[config.mk]
export PLATFORM = sky130hd
export DESIGN_NAME = piso_serializer_flat
export DESIGN_NICKNAME = d
export VERILOG_FILES = /design/src/rtl/piso_serializer_if.sv /design/src/rtl/piso_serializer.sv /design/src/flat_wrapper.sv
export SDC_FILE = /design/constraint.sdc
export NUM_CORES = 1
export LEC_CHECK = 0
export ABC_CLOCK_PERIOD_IN_PS = 1600
export CAP_MARGIN = 20
export CORE_AREA = 2 2 39 41
export CTS_BUF_LIST = sky130_fd_sc_hd__clkbuf_16
export DETAILED_ROUTE_END_ITERATION = 8
export DIE_AREA = 0 0 41 43
export GPL_ROUTABILITY_DRIVEN = 0
export PLACE_DENSITY = 0.64
export SYNTH_ARGS = -nofsm -noshare
export SYNTH_HDL_FRONTEND = slang
export SYNTH_SLANG_ARGS = --single-unit
[constraint.sdc]
create_clock -name clk -period 1.6 [get_ports clk]
set_input_delay 0.32 -clock clk [delete_from_list [all_inputs] [get_ports clk]]
set_output_delay 0.32 -clock clk [all_outputs]
set_load 0.02 [all_outputs]
[src/rtl/piso_serializer_if.sv]
// Handshake and serial-side signals of the parallel-in/serial-out serializer.
// The master side offers words and consumes bits; the slave side is the serializer.
interface piso_serializer_if #(
    parameter int WIDTH = 4
);
    logic             load_valid;
    logic [WIDTH-1:0] parallel_in;
    logic             load_ready;
    logic             shift_en;
    logic             serial_out;
    logic             serial_valid;
    logic             last;
    logic             busy;

    modport master (
        output load_valid, parallel_in, shift_en,
        input  load_ready, serial_out, serial_valid, last, busy
    );

    modport slave (
        input  load_valid, parallel_in, shift_en,
        output load_ready, serial_out, serial_valid, last, busy
    );
endinterface

[src/rtl/piso_serializer.sv]
// Parallel-in/serial-out shifter with a load handshake and per-bit consume strobe.
// Words may be loaded back-to-back during the last bit of the previous word.
module piso_serializer #(
    parameter int WIDTH      = 4,
    parameter bit MSB_FIRST  = 1'b1,
    parameter bit IDLE_LEVEL = 1'b0
) (
    input  logic              clk,
    input  logic              rst,
    piso_serializer_if.slave  bus
);
    localparam int            CW       = (WIDTH > 1) ? $clog2(WIDTH) : 1;
    localparam logic [CW-1:0] LAST_CNT = CW'(WIDTH - 1);

    typedef enum logic {
        IDLE  = 1'b0,
        SHIFT = 1'b1
    } state_t;

    state_t           r_state;
    logic [WIDTH-1:0] r_shreg;
    logic [CW-1:0]    r_cnt;
    logic             r_last;
    logic             r_serial;

    state_t           w_state_next;
    logic [WIDTH-1:0] w_shreg_next;
    logic [CW-1:0]    w_cnt_next;
    logic             w_last_next;
    logic             w_serial_next;
    logic             w_consume;
    logic             w_load_ready;
    logic             w_accept;
    logic [WIDTH-1:0] w_shifted;

    assign w_shifted = MSB_FIRST ? (r_shreg << 1) : (r_shreg >> 1);

    // r_last is only ever set in SHIFT, so it already qualifies the state.
    always_comb begin
        w_consume     = (r_state == SHIFT) && bus.shift_en;
        w_load_ready  = (r_state == IDLE) || (r_last && bus.shift_en);
        w_accept      = bus.load_valid && w_load_ready;
        w_state_next  = r_state;
        w_shreg_next  = r_shreg;
        w_cnt_next    = r_cnt;
        w_last_next   = r_last;
        if (w_accept) begin
            w_state_next = SHIFT;
            w_shreg_next = bus.parallel_in;
            w_cnt_next   = '0;
            w_last_next  = (WIDTH == 1);
        end else if (w_consume) begin
            if (r_last) begin
                w_state_next = IDLE;
                w_cnt_next   = '0;
                w_last_next  = 1'b0;
            end else begin
                w_shreg_next = w_shifted;
                w_cnt_next   = r_cnt + CW'(1);
                w_last_next  = ((r_cnt + CW'(1)) == LAST_CNT);
            end
        end
        // Serial bit is precomputed from next state so the output comes straight from a flop.
        if (w_state_next == SHIFT) begin
            w_serial_next = MSB_FIRST ? w_shreg_next[WIDTH-1] : w_shreg_next[0];
        end else begin
            w_serial_next = IDLE_LEVEL;
        end
    end

    always_ff @(posedge clk or negedge rst) begin
        if (!rst) begin
            r_state  <= IDLE;
            r_shreg  <= '0;
            r_cnt    <= '0;
            r_last   <= 1'b0;
            r_serial <= IDLE_LEVEL;
        end else begin
            r_state  <= w_state_next;
            r_shreg  <= w_shreg_next;
            r_cnt    <= w_cnt_next;
            r_last   <= w_last_next;
            r_serial <= w_serial_next;
        end
    end

    assign bus.load_ready   = w_load_ready;
    assign bus.serial_out   = r_serial;
    assign bus.serial_valid = (r_state == SHIFT);
    assign bus.busy         = (r_state == SHIFT);
    assign bus.last         = r_last;
endmodule

[src/flat_wrapper.sv]
// flat-port wrapper written by rule: the top's interface ports become plain ports
module piso_serializer_flat 
#(
    parameter int WIDTH      = 4,
    parameter bit MSB_FIRST  = 1'b1,
    parameter bit IDLE_LEVEL = 1'b0
)
  (clk, rst, bus_load_valid, bus_parallel_in, bus_shift_en, bus_load_ready, bus_serial_out, bus_serial_valid, bus_last, bus_busy);
  piso_serializer_if #(.WIDTH(WIDTH)) bus_i ();
  input  logic clk;
  input  logic rst;
  input wire logic [$bits(bus_i.load_valid)-1:0] bus_load_valid;
  input wire logic [$bits(bus_i.parallel_in)-1:0] bus_parallel_in;
  input wire logic [$bits(bus_i.shift_en)-1:0] bus_shift_en;
  output wire logic [$bits(bus_i.load_ready)-1:0] bus_load_ready;
  output wire logic [$bits(bus_i.serial_out)-1:0] bus_serial_out;
  output wire logic [$bits(bus_i.serial_valid)-1:0] bus_serial_valid;
  output wire logic [$bits(bus_i.last)-1:0] bus_last;
  output wire logic [$bits(bus_i.busy)-1:0] bus_busy;
  assign bus_i.load_valid = bus_load_valid;
  assign bus_i.parallel_in = bus_parallel_in;
  assign bus_i.shift_en = bus_shift_en;
  assign bus_load_ready = bus_i.load_ready;
  assign bus_serial_out = bus_i.serial_out;
  assign bus_serial_valid = bus_i.serial_valid;
  assign bus_last = bus_i.last;
  assign bus_busy = bus_i.busy;
  piso_serializer #(.WIDTH(WIDTH), .MSB_FIRST(MSB_FIRST), .IDLE_LEVEL(IDLE_LEVEL)) u_core (.clk(clk), .rst(rst), .bus(bus_i));
endmodule
==> metrics.md, run 1 <==
| Metric | Value |
|---|---|
| Status | completed |
| Register bit count reported by yosys | 9 |
| Skew-Pair Late Insertion Delay | 0.23 ns |
| Worst IR Drop VDD | a little under 700 uV |
| Setup TNS | 0 ns |
| Slew @ Worst Pin | between 0.4 and 0.5 ns |
| Overall routed net length | 974 um |
| Commonest non-fill, non-tap cell in the layout | dfrtp_1 |
| H-tree depth | 1 |
| Proportion of layout cells with a drive suffix above 1 | about 16% |
| Power density over cell area | ~1900 mW/mm^2 |
| Effective utilization at floorplan | about a third |
| Violation count after the first detailed-routing iteration | 9 |
| Crit-path slowest cell | clkdlybuf4s50_1 |
| Crit-path cells | clkdlybuf4s50_1 -> a21bo_4 -> buf_4 -> and2_4 -> a221o_1 |
| DR WL/cell | 12.6 um |
| Vias | 394 |
| Cell family with most CP delay | buffers and inverters |
| # IOs | 13 |
| Number of max-cap violations | 0 |
| RSZ-0062 raised after global routing | no |
| Hold WC Path Type | input port to asynchronous set/reset pin |
| Highest Clock Rate | 0.648 GHz |
| DP Worst Slack | -0.267 ns |
| Most used DFF post-synth | dfrtp_1 |
| Die width | 41 um |
| Num CTS Buffers | 3 |
| Fillers | between 100 and 150 |
| CP Capture Type | flop |
| Avg Inst Size Synth | 10.7 um^2 |
| Syn. warnings | 0 |
| Clock sink count | 9 |
| First-pass GRT wire length | between 1500 and 2000 um |
| Setup CP Type | input port to flop |
| Final setup vio count | 0 |
| Register area | 225 um^2 |
| Post-CTS setup buffers | 0 |
| Drt pass-1 iters | 4 |
| Post-Syn Nets | 52 |
| Area Overhead vs Synth | 48.9% |
| Tot Pwr | about 1.3 mW |
| Most frequent cells in the layout | dfrtp_1, clkdlybuf4s50_1, inv_1 |
| DRC violations left | 0 |
| Hold Vio Cnt, Final | 0 |
| Gate Count Post-Synth | 43 |
| Antenna-violating nets left | 0 |
| Critical Path AT | approximately 1.7 ns |
| Period minus WS final | about 1.5 ns |
| Largest net degree at the start of global routing | 10 |
| Cts hold-fix bufs | 0 |
| Slew HR | between 70% and 80% |
| Total grt overflow | 0 |
| Final setup margin | about 0.056 ns |
| Finished Core Util | 49.5% |
| Clock skew | approximately 0.0023 ns |
| Mapped cell area | about 460 um^2 |
| Worst R2R Setup Slack | 0.15 ns |
| Fin. max-slew vios | 0 |
| Buffers & Inverters on Critical Path | 2 |
| CTS tree | done |
| Leak Pwr | 0.325 nW |
| Synth cell types | 21 |
| Die area | 0.00176 mm^2 |
| Root Buffer Master | clkbuf_16 |
| CP startpoint kind | input port |
| Final period utilization | 96.5% |
| Placement Rows | 14 |
| Vias in the first global route | around 390 |
| N_diodes | 0 |
| Register area share after synthesis | 48.9% |
| Total global-route track usage | 14.3% |
| Antenna violations before repair | 0 |
| Maximum clock insertion buffer count | 2 |
| CP Max Fanout | 5 |
| Core area | approximately 0.0014 mm^2 |
| Die height | 43 um |
| Post-DP HPWL | 665 um |
| CP max stage delay | between 0.4 and 0.5 ns |
| Register clock-pin slew on the reported worst setup and hold paths | about 0.040 ns |
| Via/cell ratio | slightly above 5 |
| Final nets | between 70 and 80 |
| Required @ worst endpoint | 1.71 ns |
| Port buffer count | 12 |
| Async SR Flop Fraction | between 90% and 100% |
| Area of the multi-input gates | 205 um^2 |
| Post-synth EDFFs | 0 |
-- cell families (layout without fill, tap and decap cells) --
logic type                 Yosys count  in the layout  synth area share, %
AOI/OAI and AO/OA                   13             13                 23.4
buffers and inverters                7             25                 6.52
DFF                                  9              9                 48.9
and+or+nand+nor                     12             12                 16.3
adders and majority gates            1              1                 2.72
muxes                                1              1                 2.17
-- metrics by stage --
stage | cell area, um^2 | cells | hold slack, ns
2_1_floorplan | 460 | 43 | 0.0244
4_1_cts | 691 | 77 | 0.404
3_5_place_dp | 616 | 73 | 0.486
5_1_grt | 686 | 77 | 0.436
3_3_place_gp | 616 | 73 | 0.486
6_report | 686 | 77 | 0.386
-- layer usage --
layer	global-route usage [%]	routed length (um)
met1	18.2	466
met2	18.4	399
met3	4.71	72
met4	12.0	35
met5	0	0
-- area by class of cell --
type                            count  area share, %
Sequential cell                     9           32.8
Clock buffer                        3           10.9
Tap cell                           16           2.92
Clock inverter                      1          0.547
Inverter                            6           3.28
Multi-Input combinational cell     27           29.9
Timing Repair Buffer               15           19.5
-- power by group --
| part | switching [mW] | total [mW] | internal, mW | leakage (nW) |
|---|---|---|---|---|
| clock | 0.109 | 0.436 | 0.327 | 0.0423 |
| combinational | 0.226 | 0.467 | 0.241 | 0.171 |
| sequential | 0.0537 | 0.368 | 0.314 | 0.112 |
-- sequential cells by signal (all words and copies together), names as in the netlist --
name                   count
u_core.bus.last            1
u_core.bus.busy            1
u_core.r_cnt               2
u_core.r_shreg             4
u_core.bus.serial_out      1
-- final timing paths --
| kind | startpoint | to | cells after the start |
|---|---|---|---|
| min in group clk | u_core.r_cnt[0]$_DFFE_PN0P_ | u_core.r_cnt[0]$_DFFE_PN0P_ | 1 |
| setup reg to reg | u_core.bus.last$_DFFE_PN0P_ | u_core.r_shreg[1]$_DFFE_PN0P_ | 4 |
| setup / recovery | bus_shift_en | u_core.r_shreg[1]$_DFFE_PN0P_ | 5 |
| hold / removal | rst | u_core.bus.serial_out$_DFF_PN0_ | 1 |
| max in group asynchronous | rst | u_core.r_shreg[0]$_DFFE_PN0P_ | 1 |
| hold reg to reg | u_core.r_cnt[0]$_DFFE_PN0P_ | u_core.r_cnt[0]$_DFFE_PN0P_ | 1 |
-- timing repair --
item                       in CTS  in global routing
setup endpoints to repair       4                  1
resized for setup               5                  1
pin swaps                       0                  0
-- cells in the mapped netlist, types with 2 or more instances --
| cell type | count | area share [%] |
|---|---|---|
| dfrtp_1 | 9 | 49 |
| inv_1 | 6 | 4.9 |
| a22o_1 | 4 | 7.6 |
| a221o_1 | 2 | 4.3 |
| and2_1 | 2 | 2.7 |
| nand2b_1 | 2 | 2.7 |
| nor2_1 | 2 | 1.6 |
| o21ai_0 | 2 | 2.2 |
| o22ai_1 | 2 | 2.7 |
Note: power is estimated with default switching activity, not from simulation.
==> run 2, diff against run 1 <==
Settings changed: ABC_AREA from default to 1, ABC_CLOCK_PERIOD_IN_PS 1600 to 1260.
Clock period 1.6 ns to 1.26 ns, I/O delays scaled along.
==> run 2 against run 1 <==
Hold slack got worse by 0.064 ns. Setup slack lost 0.0057 ns. Final cell count up 5.2%. Clock skew decreased by 0.00091 ns. Critical path depth fell by 4. Core utilization decreased by 2.0 points. Die area did not move. Combinational power rose by 15%. Highest routed layer unchanged. Largest power group is now clock. Sequential cell count stayed put. Synthesized cell count up 9.3%. Register-to-register slack gained 0.03 ns.
==> metrics.md, run 2 <==
| Metric | Value |
|---|---|
| Yosys top cell area share | 51.6% (was 48.9%) |
| H-tree depth | 1 (unchanged) |
| Register area share after synthesis | 51.6% (was 48.9%) |
| Slew @ Worst Pin | 0.420 ns (was 0.412 ns) |
| Drt pass-1 iters | 4 (unchanged) |
| Crit-path slowest cell | dfrtp_1 (was clkdlybuf4s50_1) |
| Async SR Flop Fraction | 100% (unchanged) |
| R2r startpoint | u_core.bus.last$_DFFE_PN0P_ (unchanged) |
| Cell family with most CP delay | flip-flops (was buffers and inverters) |
| Die width | 41 um (unchanged) |
| Num CTS Buffers | 3 (unchanged) |
| Die area | 0.00176 mm^2 (unchanged) |
| Synth cell count leaders | dfrtp_1, nand3_1, nand2_1 (was dfrtp_1, inv_1, a22o_1) |
| Final setup vio count | 0 (unchanged) |
| RSZ-0062 raised after global routing | no (unchanged) |
| Total global-route track usage | 12.4% (was 14.3%) |
| Highest Clock Rate | slightly above 0.8 GHz |
| Leak Pwr | 0.349 nW (was 0.325 nW) |
| Largest net degree at the start of global routing | 10 (unchanged) |
| Most used DFF post-synth | dfrtp_1 (unchanged) |
| Hold_ws | 0.322 ns (was 0.386 ns) |
| Port buffer count | 12 (unchanged) |
| Status | completed (unchanged) |
| Final nets | 75 (was 71) |
| Area Overhead vs Synth | 50.7% (was 48.9%) |
| Hold Vio Cnt, Final | 0 (unchanged) |
| Skew-Pair Late Insertion Delay | 0.23 ns (about the same) |
| Setup CP Type | flop to output pin (was input port to flop) |
| Post-CTS setup buffers | 0 (unchanged) |
| N_diodes | 0 (unchanged) |
| Mapped cell area | 437 um^2 (was 460 um^2) |
| Clock skew | 0.00139 ns (was 0.00230 ns) |
| Final period utilization | a little over nine tenths |
| Register clock-pin slew on the reported worst setup and hold paths | 0.04 ns (about the same) |
| Clock sink count | 9 (unchanged) |
| Gate Count Post-Synth | 47 (was 43) |
| Register area | 225 um^2 (unchanged) |
| # IOs | 13 (unchanged) |
| Most frequent cells in the layout | nand3_1, dfrtp_1, nand2_1 (was dfrtp_1, clkdlybuf4s50_1, inv_1) |
| Worst Reg-to-Reg Cells | 7 (was 4) |
| Design Area, Final | 658 um^2 (was 686 um^2) |
| CP Max Fanout | 3 (was 5) |
| Avg Inst Size Synth | 9.29 um^2 (was 10.7 um^2) |
| Syn. warnings | 0 (unchanged) |
| Worst r2r dst | u_core.r_shreg[3]$_DFF_PN0_ (was u_core.r_shreg[1]$_DFFE_PN0P_) |
| Hold WC Path Type | input port to asynchronous set/reset pin (unchanged) |
| Register bit count reported by yosys | 9 (unchanged) |
| Period minus WS final | 1.21 ns |
| Finished Core Util | 47.6% (was 49.5%) |
| Via/cell ratio | 4.63 (was 5.12) |
| Biggest regs | u_core.r_shreg x4, u_core.r_cnt x2 (unchanged) |
| DR WL/cell | 10.4 um (was 12.6 um) |
| Max reg flops | 4 (unchanged) |
| Antenna-violating nets left | 0 (unchanged) |
| CTS tree | done (unchanged) |
| Required @ worst endpoint | 1.01 ns (was 1.71 ns) |
| Placement Rows | 14 (unchanged) |
| Die height | 43 um (unchanged) |
| First-pass GRT wire length | 1400 um (was 1620 um) |
| Synth cell types | 15 (was 21) |
| Area after DPL | 592 um^2 (was 616 um^2) |
| Total grt overflow | 0 (unchanged) |
| Crit-path cells | dlygate4sd2_1 (was clkdlybuf4s50_1 -> a21bo_4 -> buf_4 -> and2_4 -> a221o_1) |
| Effective utilization at floorplan | 31.6% (was 33.3%) |
| Post-synth EDFFs | 0 (unchanged) |
| Core area | 0.00138 mm^2 (unchanged) |
| Area of the multi-input gates | 181 um^2 (was 205 um^2) |
| DRC violations left | 0 (unchanged) |
| Slew HR | 71.9% (was 72.5%) |
| Antenna violations before repair | 0 (unchanged) |
| CP startpoint kind | flop (was input port) |
| Setup TNS | 0 ns (unchanged) |
| CP Capture Type | output pin (was flop) |
| Post-synth top area cell | dfrtp_1 (unchanged) |
| Number of max-cap violations | 0 (unchanged) |
| Vias | 375 (was 394) |
| Vias in the first global route | 384 (was 389) |
| Post-DP HPWL | 631 um (was 665 um) |
| Power density over cell area | 2370 mW/mm^2 (was 1850 mW/mm^2) |
| CP max stage delay | 0.39 ns (was 0.45 ns) |
| Post-Syn Nets | 56 (was 52) |
| Overall routed net length | 845 um (was 974 um) |
| Root Buffer Master | clkbuf_16 (unchanged) |
| Proportion of layout cells with a drive suffix above 1 | 24.6% (was 16.4%) |
| Maximum clock insertion buffer count | 2 (unchanged) |
| Biggest register | u_core.r_shreg (unchanged) |
| Worst R2R Setup Slack | 0.18 ns (was 0.15 ns) |
| Worst IR Drop VDD | 1140 uV (was 694 uV) |
| Buffers & Inverters on Critical Path | 1 (was 2) |
| Largest cells by area after synthesis | dfrtp_1, nand3_1, nand2_1 (was dfrtp_1, a22o_1, inv_1) |
| Fillers | 137 (was 130) |
| Critical Path AT | 0.96 ns (was 1.66 ns) |
| Violation count after the first detailed-routing iteration | 4 (was 9) |
| Fin. max-slew vios | 0 (unchanged) |
==> run 2: cell type report <==
type,count,share of cell area (%)
Sequential cell,9,34.2
Multi-Input combinational cell,31,27.6
Timing Repair Buffer,15,19.8
Clock buffer,3,11.4
Inverter,6,3.42
Tap cell,16,3.04
Clock inverter,1,0.570
==> run 2: worst max-delay path by stage <==
stage	start	end	slack, ns	cells past startpoint
after floorplan	u_core.bus.busy$_DFF_PN0_	u_core.bus.serial_out$_DFF_PN0_	0.16	5
after global placement	bus_shift_en	bus_load_ready	-0.44	4
after detailed placement	bus_shift_en	bus_load_ready	-0.46	4
after CTS	u_core.bus.busy$_DFF_PN0_	bus_serial_valid	-0.002	1
after global routing	u_core.bus.last$_DFFE_PN0P_	bus_last	0.006	1
final	u_core.bus.last$_DFFE_PN0P_	bus_last	0.05	1
==> run 2: cells by family after synthesis <==
family | count (synthesis) | share of synthesized area (%)
fa+ha+maj | 1 | 2.86
flops | 9 | 51.6
buf+inv | 7 | 6.88
simple gates | 27 | 35.2
compound gates | 3 | 3.44
==> run 2: through the flow <==
stage	worst slack, ns	instances	total power [mW]
finish	0.0500	81	1.56
global route	0.00649	81	1.66
CTS	-0.00171	81	1.58
detailed placement	-0.457	77	1.06
global placement	-0.442	77	1.03
floorplan	0.165	47	0.825
==> run 2: metal layers <==
| metal | vias to the layer above | GRT usage [%] | part of all wire [%] |
|---|---|---|---|
| li1 | 188 | - | - |
| met1 | 166 | 14.1 | 41 |
| met2 | 16 | 17.5 | 47 |
| met3 | 5 | 4.71 | 7.6 |
| met4 | 0 | 10.0 | 3.6 |
| met5 | - | 0 | 0 |
==> run 2: power breakdown <==
part           switching, mW  total, mW  internal [mW]
combinational          0.320      0.539          0.219
clock                  0.136      0.550          0.414
sequential            0.0608      0.467          0.407
total                  0.517       1.56           1.04
==> run 2: repair_timing <==
item                                    in CTS  in global routing
gates resized for setup                      9                  5
endpoints found under the setup margin       5                  3
hold endpoints to repair                     0                  0
gates cloned                                 0                  0
hold buffers                                 0                  0
